## src/rtl/whack_pkg.sv

```systemverilog
// Shared definitions for the whack-a-mole game core.
//   state_e    : top-level game state (IDLE, PLAY, OVER)
//   LFSR_SEED  : non-zero reset value for the mole LFSR; narrower LFSRs
//                take its low bits
//   lfsr_taps  : Galois feedback mask giving a maximal-length sequence
//                for a register of the given width (2..16)
package whack_pkg;

    typedef enum logic [1:0] {
        IDLE = 2'd0,
        PLAY = 2'd1,
        OVER = 2'd2
    } state_e;

    localparam logic [15:0] LFSR_SEED = {8'hA5, 8'hA5};

    // Masks for a right-shifting Galois LFSR; bit k set means the output
    // bit is XORed into position k on every shift.
    function automatic logic [15:0] lfsr_taps(input int width);
        case (width)
            2:       return 16'h0003;
            3:       return 16'h0006;
            4:       return 16'h000C;
            5:       return 16'h0014;
            6:       return 16'h0030;
            7:       return 16'h0060;
            8:       return 16'h00B8;
            9:       return 16'h0110;
            10:      return 16'h0240;
            11:      return 16'h0500;
            12:      return 16'h0E08;
            13:      return 16'h1C80;
            14:      return 16'h3802;
            15:      return 16'h6000;
            default: return 16'hB400;
        endcase
    endfunction

endpackage

```

## src/rtl/mole_lfsr.sv

```systemverilog
// Free-running maximal-length Galois LFSR used to pick mole masks.
// Ports:
//   clk_i   : system clock
//   rst_ni  : asynchronous active-low reset, loads the seed
//   value_o : current LFSR state (never zero)
module mole_lfsr
    import whack_pkg::*;
#(
    parameter int WIDTH = 8
) (
    input  logic             clk_i,
    input  logic             rst_ni,
    output logic [WIDTH-1:0] value_o
);

    localparam logic [15:0]      TAPS_FULL = lfsr_taps(WIDTH);
    localparam logic [WIDTH-1:0] TAPS      = TAPS_FULL[WIDTH-1:0];
    localparam logic [WIDTH-1:0] SEED      = LFSR_SEED[WIDTH-1:0];

    logic [WIDTH-1:0] state_q;
    logic [WIDTH-1:0] state_d;

    always_comb begin
        state_d = {1'b0, state_q[WIDTH-1:1]} ^ (state_q[0] ? TAPS : '0);
    end

    always_ff @(posedge clk_i or negedge rst_ni) begin
        if (!rst_ni) begin
            state_q <= SEED;
        end else begin
            state_q <= state_d;
        end
    end

    assign value_o = state_q;

endmodule

```

## src/rtl/whack_game_core.sv

```systemverilog
// Whack-a-mole game core. A random mask of holes is lit for LIFE_TICKS game
// ticks; the player flips switches under lit holes to score. Unwhacked moles
// at mask expiry are counted as misses. A game is ROUNDS masks long.
// Ports:
//   clk       : system clock
//   rst       : asynchronous active-low reset
//   start     : one-cycle pulse, starts a game from IDLE or OVER
//   DPSwitch  : raw asynchronous player switches, any flip counts as a whack
//   LED       : lit-mole mask
//   score     : saturating score
//   misses    : saturating count of moles that expired unwhacked
//   hit       : one-cycle pulse, at least one mole whacked
//   game_over : high while the game is finished
module whack_game_core
    import whack_pkg::*;
#(
    parameter int N_HOLES    = 8,
    parameter int SCORE_W    = 8,
    parameter int TICK_DIV   = 50_000_000,
    parameter int LIFE_TICKS = 3,
    parameter int ROUNDS     = 32,
    parameter int PENALTY_EN = 0
) (
    input  logic               clk,
    input  logic               rst,
    input  logic               start,
    input  logic [N_HOLES-1:0] DPSwitch,
    output logic [N_HOLES-1:0] LED,
    output logic [SCORE_W-1:0] score,
    output logic [SCORE_W-1:0] misses,
    output logic               hit,
    output logic               game_over
);

    localparam int LFSR_W  = (N_HOLES <= 8) ? 8 : 16;
    localparam int TDIV_W  = $clog2(TICK_DIV);
    localparam int LIFE_W  = $clog2(LIFE_TICKS + 1);
    localparam int ROUND_W = $clog2(ROUNDS + 1);

    localparam logic [TDIV_W-1:0]  TICK_LAST  = TDIV_W'(TICK_DIV - 1);
    localparam logic [LIFE_W-1:0]  LIFE_LAST  = LIFE_W'(LIFE_TICKS - 1);
    localparam logic [ROUND_W-1:0] ROUND_LAST = ROUND_W'(ROUNDS - 1);

    function automatic logic [4:0] popcount(input logic [N_HOLES-1:0] v);
        logic [4:0] c;
        c = '0;
        for (int i = 0; i < N_HOLES; i++) begin
            c = c + 5'(v[i]);
        end
        return c;
    endfunction

    function automatic logic [SCORE_W-1:0] sat_add(input logic [SCORE_W-1:0] a,
                                                   input logic [4:0]         b);
        logic [SCORE_W+5:0] s;
        s = (SCORE_W + 6)'(a) + (SCORE_W + 6)'(b);
        if (s > (SCORE_W + 6)'({SCORE_W{1'b1}})) begin
            return '1;
        end
        return s[SCORE_W-1:0];
    endfunction

    function automatic logic [SCORE_W-1:0] sat_sub(input logic [SCORE_W-1:0] a,
                                                   input logic [4:0]         b);
        if ((SCORE_W + 6)'(b) > (SCORE_W + 6)'(a)) begin
            return '0;
        end
        // b <= a here, so narrowing b cannot lose bits.
        return a - SCORE_W'(b);
    endfunction

    // An all-zero draw would give the player nothing to hit.
    function automatic logic [N_HOLES-1:0] mask_of(input logic [LFSR_W-1:0] v);
        logic [N_HOLES-1:0] m;
        m = v[N_HOLES-1:0];
        if (m == '0) begin
            m = N_HOLES'(1);
        end
        return m;
    endfunction

    logic [LFSR_W-1:0]  lfsr_val;

    logic [N_HOLES-1:0] sync1_q, sync2_q, prev_q;
    logic [N_HOLES-1:0] toggle;
    logic [4:0]         hits, wrong;

    state_e             state_q, state_d;
    logic [TDIV_W-1:0]  tdiv_q, tdiv_d;
    logic [LIFE_W-1:0]  life_q, life_d;
    logic [ROUND_W-1:0] round_q, round_d;
    logic [N_HOLES-1:0] led_q, led_d;
    logic [SCORE_W-1:0] score_q, score_d;
    logic [SCORE_W-1:0] misses_q, misses_d;
    logic               hit_q, hit_d;
    logic               tick;

    mole_lfsr #(
        .WIDTH(LFSR_W)
    ) u_lfsr (
        .clk_i  (clk),
        .rst_ni (rst),
        .value_o(lfsr_val)
    );

    // Either switch direction is a whack.
    assign toggle = sync2_q ^ prev_q;
    assign hits   = popcount(toggle & led_q);
    assign wrong  = popcount(toggle & ~led_q);

    always_comb begin
        state_d  = state_q;
        tdiv_d   = tdiv_q;
        life_d   = life_q;
        round_d  = round_q;
        led_d    = led_q;
        score_d  = score_q;
        misses_d = misses_q;
        hit_d    = 1'b0;
        tick     = 1'b0;

        case (state_q)
            IDLE, OVER: begin
                led_d = '0;
                if (start) begin
                    state_d  = PLAY;
                    tdiv_d   = '0;
                    life_d   = '0;
                    round_d  = '0;
                    score_d  = '0;
                    misses_d = '0;
                    led_d    = mask_of(lfsr_val);
                end
            end
            PLAY: begin
                tick    = (tdiv_q == TICK_LAST);
                tdiv_d  = tick ? '0 : tdiv_q + 1'b1;
                hit_d   = (hits != 5'd0);
                score_d = sat_add(score_q, hits);
                if (PENALTY_EN != 0) begin
                    score_d = sat_sub(score_d, wrong);
                end
                led_d = led_q & ~toggle;
                // life_q counts ticks already spent by the current mask.
                if (tick) begin
                    if (life_q == LIFE_LAST) begin
                        life_d = '0;
                        // Moles whacked in the expiry cycle already scored.
                        misses_d = sat_add(misses_q, popcount(led_q & ~toggle));
                        if (round_q == ROUND_LAST) begin
                            state_d = OVER;
                            led_d   = '0;
                        end else begin
                            round_d = round_q + 1'b1;
                            led_d   = mask_of(lfsr_val);
                        end
                    end else begin
                        life_d = life_q + 1'b1;
                    end
                end
            end
            default: begin
                state_d = IDLE;
                led_d   = '0;
            end
        endcase
    end

    always_ff @(posedge clk or negedge rst) begin
        if (!rst) begin
            sync1_q  <= '0;
            sync2_q  <= '0;
            prev_q   <= '0;
            state_q  <= IDLE;
            tdiv_q   <= '0;
            life_q   <= '0;
            round_q  <= '0;
            led_q    <= '0;
            score_q  <= '0;
            misses_q <= '0;
            hit_q    <= 1'b0;
        end else begin
            sync1_q  <= DPSwitch;
            sync2_q  <= sync1_q;
            prev_q   <= sync2_q;
            state_q  <= state_d;
            tdiv_q   <= tdiv_d;
            life_q   <= life_d;
            round_q  <= round_d;
            led_q    <= led_d;
            score_q  <= score_d;
            misses_q <= misses_d;
            hit_q    <= hit_d;
        end
    end

    assign LED       = led_q;
    assign score     = score_q;
    assign misses    = misses_q;
    assign hit       = hit_q;
    assign game_over = (state_q == OVER);

endmodule

```

## config.mk

```make
export PLATFORM = sky130hd
export DESIGN_NAME = whack_game_core
export DESIGN_NICKNAME = d
export VERILOG_FILES = /design/src/rtl/whack_pkg.sv /design/src/rtl/mole_lfsr.sv /design/src/rtl/whack_game_core.sv
export SDC_FILE = /design/constraint.sdc
export NUM_CORES = 1
export LEC_CHECK = 0
export CAP_MARGIN = 20
export CORE_AREA = 2 2 112 114
export CTS_CLUSTER_DIAMETER = 150
export CTS_CLUSTER_SIZE = 16
export DETAILED_ROUTE_END_ITERATION = 6
export DIE_AREA = 0 0 114 116
export PLACE_DENSITY_LB_ADDON = 0.25
export SLEW_MARGIN = 20
export SYNTH_ARGS = -nofsm -noshare
export SYNTH_HDL_FRONTEND = slang
export SYNTH_SLANG_ARGS = --single-unit
```

## constraint.sdc

```tcl
create_clock -name clk -period 10.4 [get_ports clk]
set_clock_uncertainty 0.2 [all_clocks]
set_input_delay 2.08 -clock clk [delete_from_list [all_inputs] [get_ports clk]]
set_output_delay 2.08 -clock clk [all_outputs]
set_load 0.005 [all_outputs]
```

After elaboration in Yosys (flattened, before gate mapping)

Index checks and enable logic that the tools add are counted.

Register bits: 93
Input port bits: 11
Output and inout port bits: 26
Word-level logic and storage cells: 98

$add $sub $neg: 19
Order comparisons: 2
Equal/unequal tests: 10
Multiplexer cells: 40
Bitwise gates (word level): 5
Reduce and logical (&&, ||, !) cells: 10

Operator list:

| kind                  | number |
|---|---|
| $mux 8                | 13 |
| $mux 26               | 2 |
| $pmux 26 s2           | 1 |
| $pmux 8 s2            | 3 |
| $add 5x1->5           | 6 |
| $add 26x1->26 const B | 1 |
| $eq 26x26->1 const B  | 1 |
| $mux 6                | 4 |
| $add 8x5->9           | 2 |
| $gt 9x8->1 const B    | 2 |
| $and 8x8->8           | 2 |
| $mux 2                | 7 |
| $pmux 6 s2            | 1 |
| $add 4x1->5           | 2 |
| $ne 2x2->1 const B    | 5 |
| $add 3x1->4           | 2 |
| $logic_not 8->1       | 1 |
| $not 8->8             | 1 |
| $pmux 2 s2            | 2 |
| $reduce_and 4->1      | 2 |
| $xor 7x8->8           | 1 |
| $xor 8x8->8           | 1 |
| $mux 1                | 7 |
| $add 2x1->3           | 2 |
| 13 further kinds      | 15 |

Depth between registers and ports, before layout

Gate-level depths: netlist of the first run.

Depth in word-level cells: 20
Mapped depth: 16
Gate-level depth less buffers: 16

Hierarchy

Synthesis of the first run repeated with hierarchy kept, for this count alone.

Cell total of the unflattened synthesis: 464
Area total of the unflattened synthesis: 4749.6 um2

By module, submodules not included:

| module          | times used | cells each | area an instance (um2) | sequential area each (um2) |
|---|---|---|---|---|
| whack_game_core | 1          | 448        | 4480.5                 | 2127.0 |
| mole_lfsr       | 1          | 16         | 269.0                  | 205.2 |

Worst setup path before layout of the first run

No wires, ideal clock.

Path kind: register -> register
From: reg prev_q[0]
To: reg score_q[7], in the netlist score[7]
Arrival time: 4.049 ns
Path slack: 6.007 ns
Stages on the path, launching flop included: 16
Buffers on the path: 0
Clock period less this slack: 4.393 ns
Cell sequence: dfrtp_1 > xnor2_1 > nor2b_1 > fa_1 > inv_1 > fa_1 > fa_1 > inv_1 > ha_1 > fa_1 > ha_1 > a21o_1 > a211oi_1 > nor2_1 > a41oi_1 > nor3_1

Word-level cells in the longest chain between the ends: 15

Ends and longest elaborated chain:

| element                     | line                   | source |
|---|---|---|
| start: declaration          | whack_game_core.sv:84  | `logic [N_HOLES-1:0] sync1_q, sync2_q, prev_q;` |
| start signal: assignment    | whack_game_core.sv:185 | `prev_q <= sync2_q;` |
| $xor 8x8->8 *               | whack_game_core.sv:107 | `assign toggle = sync2_q ^ prev_q;` |
| $and 8x8->8 *               | whack_game_core.sv:108 | `assign hits = popcount(toggle & led_q);` |
| $add 1x1->2 *               | whack_game_core.sv:48  | `c = c + 5'(v[i]);` |
| $add 2x1->3 *               | whack_game_core.sv:48  |  |
| $add 3x1->4 *               | whack_game_core.sv:48  |  |
| $add 4x1->5 *               | whack_game_core.sv:48  |  |
| $add 5x1->5 * (3 in series) | whack_game_core.sv:48  |  |
| $add 8x5->9 *               | whack_game_core.sv:56  | `s = (SCORE_W + 6)'(a) + (SCORE_W + 6)'(b);` |
| $gt 9x8->1                  | whack_game_core.sv:57  | `if (s > (SCORE_W + 6)'({SCORE_W{1'b1}})) begin` |
| $mux 1                      | whack_game_core.sv:57  |  |
| $mux 1                      | whack_game_core.sv:122 | `case (state_q)` |
| $mux 8 *                    | whack_game_core.sv:60  | `return s[SCORE_W-1:0];` |
| $pmux 8 s2 *                | whack_game_core.sv:122 |  |
| end signal: assignment      | whack_game_core.sv:191 | `score_q <= score_d;` |
| end: declaration            | whack_game_core.sv:93  | `logic [SCORE_W-1:0] score_q, score_d;` |

Mark *: on every way between the ends. The rest lies on a longest branch, timed or not. The select of a mux whose other input is x is not followed.
A chain may end at the register's enable or synchronous reset.

Worst setup path after layout of the first run

From: reg sync2_q[0]
To: reg score_q[0], in the netlist score[0]

Word-level cells in the longest chain between the ends: 15

Ends and longest elaborated chain:

| element                     | line                   | source |
|---|---|---|
| start: declaration          | whack_game_core.sv:84  |  |
| start signal: assignment    | whack_game_core.sv:184 | `sync2_q <= sync1_q;` |
| $xor 8x8->8 *               | whack_game_core.sv:107 |  |
| $and 8x8->8 *               | whack_game_core.sv:108 |  |
| $add 1x1->2 *               | whack_game_core.sv:48  |  |
| $add 2x1->3 *               | whack_game_core.sv:48  |  |
| $add 3x1->4 *               | whack_game_core.sv:48  |  |
| $add 4x1->5 *               | whack_game_core.sv:48  |  |
| $add 5x1->5 * (3 in series) | whack_game_core.sv:48  |  |
| $add 8x5->9 *               | whack_game_core.sv:56  |  |
| $gt 9x8->1                  | whack_game_core.sv:57  |  |
| $mux 1                      | whack_game_core.sv:57  |  |
| $mux 1                      | whack_game_core.sv:122 |  |
| $mux 8 *                    | whack_game_core.sv:60  |  |
| $pmux 8 s2 *                | whack_game_core.sv:122 |  |

Marked as above.

==> impl_results.md, run 1 <==
- Vias in the first global route: 3,595
- Clock Sinks: 93
- Synth top area cells: dfrtp_1 47%, fa_1 4.3%, ha_1 4.3%
- Hold path cells: 0
- Relative slew slack: 43.1%
- Max-slew violations: 0
- TritonRoute pass-1 iters: 4
- Post-Synth Adder-Cell Area: 8.51%
- Netlist cell types: 63
- Top-count cell post-synth: dfrtp_1
- Crit path buffers/inverters: 2
- Crit-path cells: xnor2_1, nor2b_1, fa_1, inv_1, fa_1, fa_1, inv_1, ha_1, fa_1, xor2_1, ha_1, nand3_1, a21oi_1, nand3_1, nand2_1, a2bb2oi_1
- Reg2Reg Launch Point: sync2_q[0]
- Via-to-Cell Ratio: 5.60
- Hold slack: 0.147 ns
- Mapped Area: 4700 sq um
- CTS Buf Count: 9
- First-pass GRT wire length: 18,000 um
- Share of layout cells above drive strength 1: 8.16%
- R2R Setup Slk: 5.77 ns
- Clock network power share: 36.6%
- DIE AREA: 13,200 sq um
- Clk Tree Root Cell: clkbuf_16
- Post-Synth Simple-Gate Area: 18.7%
- RSZ-0062 raised after global routing: no
- Status: finished clean
- Shortest period the worst path allows: 4.63 ns
- Post-CTS setup buffers: 0
- Startpoint Class: flop
- Syn_area_per_cell: 10.5 sq um
- Reg clk slew, reported paths: 0.07 ns
- Multiplexer area fraction after synthesis: 1.60%
- Antenna violations before repair: 0
- Via count: 3,568
- Leak: 2.43 nW
- Wirelength per Cell: 16.4 um
- Syn nets: 485
- Post-synth EDFFs: 0
- Fin area: 5560 sq um
- Final TNS setup: 0 ns
- Post-DP HPWL: 7300 um
- XOR/XNOR share of the synthesized area: 2.98%
- Endpoint, Worst Hold: sync2_q[3]
- Reg2reg end: score[0]
- Reg2reg path depth: 16
- Synth cell count leaders: 89 x dfrtp_1, 46 x nand2_1, 28 x a21oi_1
- Pwr Total: 0.997 mW
- GPL Wtd Cong: 0.809
- CTS tree: yes
- H-Tree Depth: 3
- Sequential Power Share: 46.9%
- Core Area: 11,900 sq um
- Worst EP required: 10.47 ns
- Max rail drop VDD: 0.107 mV
- Cell family with the largest share of critical-path delay: adder cells
- Post-synthesis sequential area ratio: 49.6%
- # diodes: 0
- Die X-Extent: 114 um
- Final setup fails: 0
- Post-layout net count: 522
- Routed Antenna Nets: 0
- Global Route Usage Sum: 17.4%
- CP max stage delay: 0.55 ns
- Post-synthesis async set-or-reset flop share: 100%
- Resized Gates After CTS: 0
- Placed Area: 5220 sq um
- Worst path most repeated cell: fa_1
- Most area-hungry cell type in the Yosys netlist: dfrtp_1
- Clk Latency, worst-skew pair: 0.35 ns
- Period utilization: 44.5%
- Clock Tree Buf Depth: 2
- Grt ovf: 0
- Flops & latches, synth: 93
- Top_reg_cell synth: dfrtp_1
- Pin count of the biggest net entering global routing: 54
- First DRT Iteration DRCs: 217
- Beginning of the worst hold path: sync1_q[3]
- Setup CP Type: flop to flop
- Maxcap violations: 0
- Warning count from the yosys run: 0
- Worst Max-Slew Pin Slew: 0.846 ns
- Post-CTS Hold Fix Bufs: 0
- Net switching power: 0.292 mW
- Max Clock Freq: 216 MHz
- Comb power frac: 16.5%
- Sw frac: 29.3%
- Area Overhead vs Synth: 18.1%
- PwrDens: 179 nW/um^2
- I/O pin total: 37
- Routed WL: 10,400 um
- Crit path max-delay cell type: fa_1
- Starting Density: 39.5%
- Port bufs: 36
- P_int: 0.705 mW
- Drt drc: 0
- Crit path capture type: flop
- Hold Vio Cnt, Final: 0
- Main combinational cell family by area after synthesis: simple AND/OR/NAND/NOR gates
- Crit path DAT: 4.70 ns
- Post-synth top area share: 47.3%
- Cell count after synthesis: 448
- Synth Area in Compound Gates: 16.2%
- Die height: 116 um
- Std-Cell Rows: 40
- Worst Path Max Fanout: 5
- Worst hold path class: flop to flop
registers in the layout (all words and copies together), names as in the netlist, 6 cells and up:
register / count
misses: 8
round_q: 6
tdiv_q: 26
prev_q: 8
score: 8
sync2_q: 8
u_lfsr.value_o: 8
LED: 8
sync1_q: 8
power groups by stage:
stage	combinational, mW	sequential (mW)	clock [mW]
floorplan	0.108	0.457	0
global placement	0.161	0.472	0
detailed placement	0.166	0.473	0
CTS	0.167	0.467	0.376
global route	0.190	0.477	0.387
finish	0.164	0.468	0.365
layer usage:
layer | track usage [%] | routed length (um) | vias to the layer above
met5 | 0 | 0 | -
met1 | 24.0 | 5080 | 1763
met3 | 3.24 | 368 | 18
li1 | - | - | 1725
met2 | 27.0 | 4760 | 62
met4 | 7.72 | 216 | 0
worst max-delay path by stage:
stage                from  endpoint  slack, ns  depth (start not counted)
6_report       sync2_q[0]  score[0]       5.77                         16
5_1_grt        sync2_q[0]  score[1]       5.43                         16
4_1_cts        sync2_q[0]  score[0]       5.77                         16
3_5_place_dp   sync2_q[0]  score[5]       5.76                         15
3_3_place_gp   sync2_q[0]  score[7]       5.86                         15
2_1_floorplan   prev_q[0]  score[7]       6.01                         15
final cells by class:
type                            count  area [sq um]
Fill cell                        1104          6350
Inverter                           17          63.8
Clock buffer                        9           225
Tap cell                          147           184
Timing Repair Buffer               39           380
Multi-Input combinational cell    325          2270
Clock inverter                      7           105
Sequential cell                    93          2330
worst register-to-register path: stages (launching register included):
cell and delay (ns):
dfrtp_1 0.39, xnor2_1 0.18, nor2b_1 0.09, fa_1 0.53, inv_1 0.05, fa_1 0.50
fa_1 0.55, inv_1 0.04, ha_1 0.22, fa_1 0.38, xor2_1 0.18, ha_1 0.35
nand3_1 0.12, a21oi_1 0.33, nand3_1 0.18, nand2_1 0.12, a2bb2oi_1 0.16
through the flow:
stage	instances	util (%)	setup WS (ns)
CTS	637	46.6	5.77
floorplan	448	-	6.01
global route	637	46.6	5.43
finish	637	46.6	5.77
global placement	621	43.8	5.86
detailed placement	621	43.8	5.76
cells in the final DEF, fill, tap and decap left out, types with 5 or more instances in the layout:
cell type / n
a22o_1: 5
nand4_1: 11
inv_1: 17
nand3_1: 22
o21a_1: 5
ha_1: 16
a21o_1: 6
a31oi_1: 17
nor4_1: 6
a21oi_1: 28
and3_1: 5
xor2_1: 7
nor3_1: 10
clkdlybuf4s50_1: 35
xnor2_1: 9
clkbuf_16: 9
fa_1: 10
nand2b_1: 7
o2bb2ai_1: 7
nor2_1: 17
nand2_1: 46
nor2b_1: 11
dfrtp_1: 89
o21ai_0: 18
cells by family after synthesis:
kind of cell               count (synthesis)
adders and majority gates                 26
buffers and inverters                     30
AOI/OAI and AO/OA                        114
DFF                                       93
muxes                                      7
xor gates and xnor gates                  16
and+or+nand+nor                          162
No activity file was read; power rests on OpenSTA's default activity.
==> run 2, diff against run 1 <==
==> constraint.sdc (replaced) <==
create_clock -name clk -period 3.9 [get_ports clk]
set_clock_uncertainty 0.2 [all_clocks]
set_input_delay 0.78 -clock clk [delete_from_list [all_inputs] [get_ports clk]]
set_output_delay 0.78 -clock clk [all_outputs]
set_load 0.005 [all_outputs]
==> run 2 against run 1 <==
Net effect:
- the run now ends with negative setup slack left
- fmax grew 6.4%
- global-route usage grew 0.61 points
- count of clock-buffer cells in the layout grew 2
- power grew to 2.8 times the previous value
- via count grew 4.2%
- flip-flop and latch count is the same
- cell area grew 8.0%
- sequential share of layout area shrank 3.1 points
- cell count grew 4.1%
- die area is the same
- critical endpoint is now score[7]
- largest cell class is now multi-input gates
==> impl_results.md, run 2 (same netlist as run 1, synthesis figures left out) <==
- I/O pin total: 37 (unchanged)
- CTS tree: yes (unchanged)
- Register with the highest flop count: tdiv_q (unchanged)
- Pin count of the biggest net entering global routing: 74 (was 54)
- Startpoint Class: flop (unchanged)
- Relative slew slack: 48.1% (was 43.1%)
- Sequential Power Share: 45.6% (was 46.9%)
- Reg2reg end: score[7] (was score[0])
- Final setup fails: 15 (was 0)
- Worst setup margin: -0.447 ns (was 5.77 ns)
- CTS Buf Count: 9 (unchanged)
- Worst path most repeated cell: fa_1 (unchanged)
- Post-DP HPWL: 7370 um (was 7300 um)
- Vias in the first global route: 3,713 (was 3,595)
- RSZ-0062 raised after global routing: yes (was no)
- Clock network power share: 35.2% (was 36.6%)
- GPL Wtd Cong: 0.851 (was 0.809)
- Setup CP Type: flop to flop (unchanged)
- Area Overhead vs Synth: 27.6% (was 18.1%)
- Max-slew violations: 0 (unchanged)
- Util after Layout: 50.4% (was 46.6%)
- Reg2Reg Launch Point: prev_q[3] (was sync2_q[0])
- Comb power frac: 19.2% (was 16.5%)
- PwrDens: 459 nW/um^2 (was 179 nW/um^2)
- Via count: 3,718 (was 3,568)
- Worst Max-Slew Pin Slew: 0.774 ns (was 0.846 ns)
- Grt ovf: 0 (unchanged)
- Routed WL: 11,200 um (was 10,400 um)
- Hold Vio Cnt, Final: 0 (unchanged)
- Clk Tree Root Cell: clkbuf_16 (unchanged)
- Clock Sinks: 93 (unchanged)
- Crit-path cells: xnor2_2, nor2b_2, fa_1, inv_1, fa_1, fa_1, inv_1, ha_2, fa_2, ha_4, a21o_1, a211oi_2, buf_4, nor4_1, nor3_1 (was xnor2_1, nor2b_1, fa_1, inv_1, fa_1, fa_1, inv_1, ha_1, fa_1, xor2_1, ha_1, nand3_1, a21oi_1, nand3_1, nand2_1, a2bb2oi_1)
- Placed Area: 5390 sq um (was 5220 sq um)
- Reg clk slew, reported paths: 0.07 ns (about the same)
- Core Area: 11,900 sq um (unchanged)
- H-Tree Depth: 3 (unchanged)
- Cell family with the largest share of critical-path delay: adder cells (unchanged)
- Worst Path Max Fanout: 3 (was 5)
- Crit path max-delay cell type: fa_2 (was fa_1)
- Clk Latency, worst-skew pair: 0.35 ns (about the same)
- Reg2reg path depth: 15 (was 16)
- Commonest cells after routing, fill and taps aside: 89 x dfrtp_1, 43 x nand2_1, 35 x clkdlybuf4s50_1 (was 89 x dfrtp_1, 46 x nand2_1, 35 x clkdlybuf4s50_1)
- R2R Setup Slk: -0.45 ns (was 5.77 ns)
- Die X-Extent: 114 um (unchanged)
- Die height: 116 um (unchanged)
- Net switching power: 0.811 mW (was 0.292 mW)
- Crit path buffers/inverters: 3 (was 2)
- Most common cell after layout, fill and taps aside: dfrtp_1 (unchanged)
- Worst hold path class: primary input to async pin (was flop to flop)
- Max rail drop VDD: 0.249 mV (was 0.107 mV)
- Fin area: 6000 sq um (was 5560 sq um)
- Number of flip-flops in the largest register: 26 (unchanged)
- Crit path DAT: 4.42 ns (was 4.70 ns)
- Leak: 2.58 nW (was 2.43 nW)
- Antenna violations before repair: 0 (unchanged)
- Period utilization: 111% (was 44.5%)
- Worst EP required: 3.97 ns (was 10.47 ns)
- Hold slack: 0.111 ns (was 0.147 ns)
- Sw frac: 29.4% (was 29.3%)
- DIE AREA: 13,200 sq um (unchanged)
- Drt drc: 0 (unchanged)
- Post-layout net count: 548 (was 522)
- Starting Density: 39.5% (unchanged)
- Via-to-Cell Ratio: 5.61 (was 5.60)
- Routed Antenna Nets: 0 (unchanged)
- First DRT Iteration DRCs: 310 (was 217)
- Clock Tree Buf Depth: 2 (unchanged)
- # diodes: 0 (unchanged)
- Failing checks: negative setup slack
- Global Route Usage Sum: 18.0% (was 17.4%)
- Crit path capture type: flop (unchanged)
- TritonRoute pass-1 iters: 5 (was 4)
- Status: finished with violations (was finished clean)
- Std-Cell Rows: 40 (unchanged)
- First-pass GRT wire length: 18,600 um (was 18,000 um)
- Port bufs: 36 (unchanged)
- Share of layout cells above drive strength 1: 20.9% (was 8.16%)
- Maxcap violations: 0 (unchanged)
- Wirelength per Cell: 17.0 um (was 16.4 um)
- CP max stage delay: 0.60 ns (was 0.55 ns)
- P_int: 1.95 mW (was 0.705 mW)
- Max Clock Freq: 230 MHz (was 216 MHz)
- Shortest period the worst path allows: 4.35 ns (was 4.63 ns)
run 2: cell count changes in the layout (fill, tap and decap cells not counted), sizes merged:
cell	previous run	this run
clkbuf	9	11
buf	4	30
clkinvlp	1	2
inv	20	17
run 2: worst max path at each step:
stage	from	to	depth (start not counted)
3_3_place_gp	sync2_q[3]	score[5]	14
6_report	prev_q[3]	score[7]	15
3_5_place_dp	sync2_q[3]	score[5]	15
2_1_floorplan	prev_q[3]	score[5]	15
5_1_grt	sync2_q[3]	score[5]	14
4_1_cts	sync2_q[0]	score[5]	14
run 2: power by group through the flow:
stage	combinational [mW]	clock, mW	sequential [mW]
2_1_floorplan	0.292	0	1.22
3_3_place_gp	0.466	0	1.26
3_5_place_dp	0.483	0	1.26
4_1_cts	0.506	0.999	1.25
5_1_grt	0.595	1.03	1.28
6_report	0.531	0.970	1.26
run 2: stage by stage:
step / cells / total power [mW] / worst slack [ns] / setup TNS, ns
global route: 663 / 2.91 / -0.600 / -5.30
finish: 663 / 2.76 / -0.447 / -3.02
detailed placement: 638 / 1.75 / -0.470 / -4.53
CTS: 661 / 2.76 / -0.400 / -3.17
floorplan: 448 / 1.51 / -0.252 / -1.58
global placement: 638 / 1.72 / -0.353 / -3.37
run 2: what timing repair did:
item,in CTS,in global routing
hold buffers,0,0
setup buffers,7,3
hold endpoints to repair,0,0
pin swaps,22,9
gates resized for setup,31,18
endpoints found under the setup margin,16,16
run 2: cell type report:
| class | instances | area [sq um] |
|---|---|---|
| Sequential cell | 93 | 2330 |
| Clock buffer | 11 | 243 |
| Multi-Input combinational cell | 325 | 2500 |
| Timing Repair Buffer | 65 | 592 |
| Clock inverter | 5 | 83.8 |
| Inverter | 17 | 63.8 |
| Tap cell | 147 | 184 |
| Fill cell | 1070 | 5910 |
run 2: per-layer routing:
metal	global-route usage, %	routed length, um	vias to the layer above
met4	5.61	107	0
met5	0	0	-
li1	-	-	1774
met3	5.18	503	8
met2	28.9	5350	85
met1	23.9	5280	1851
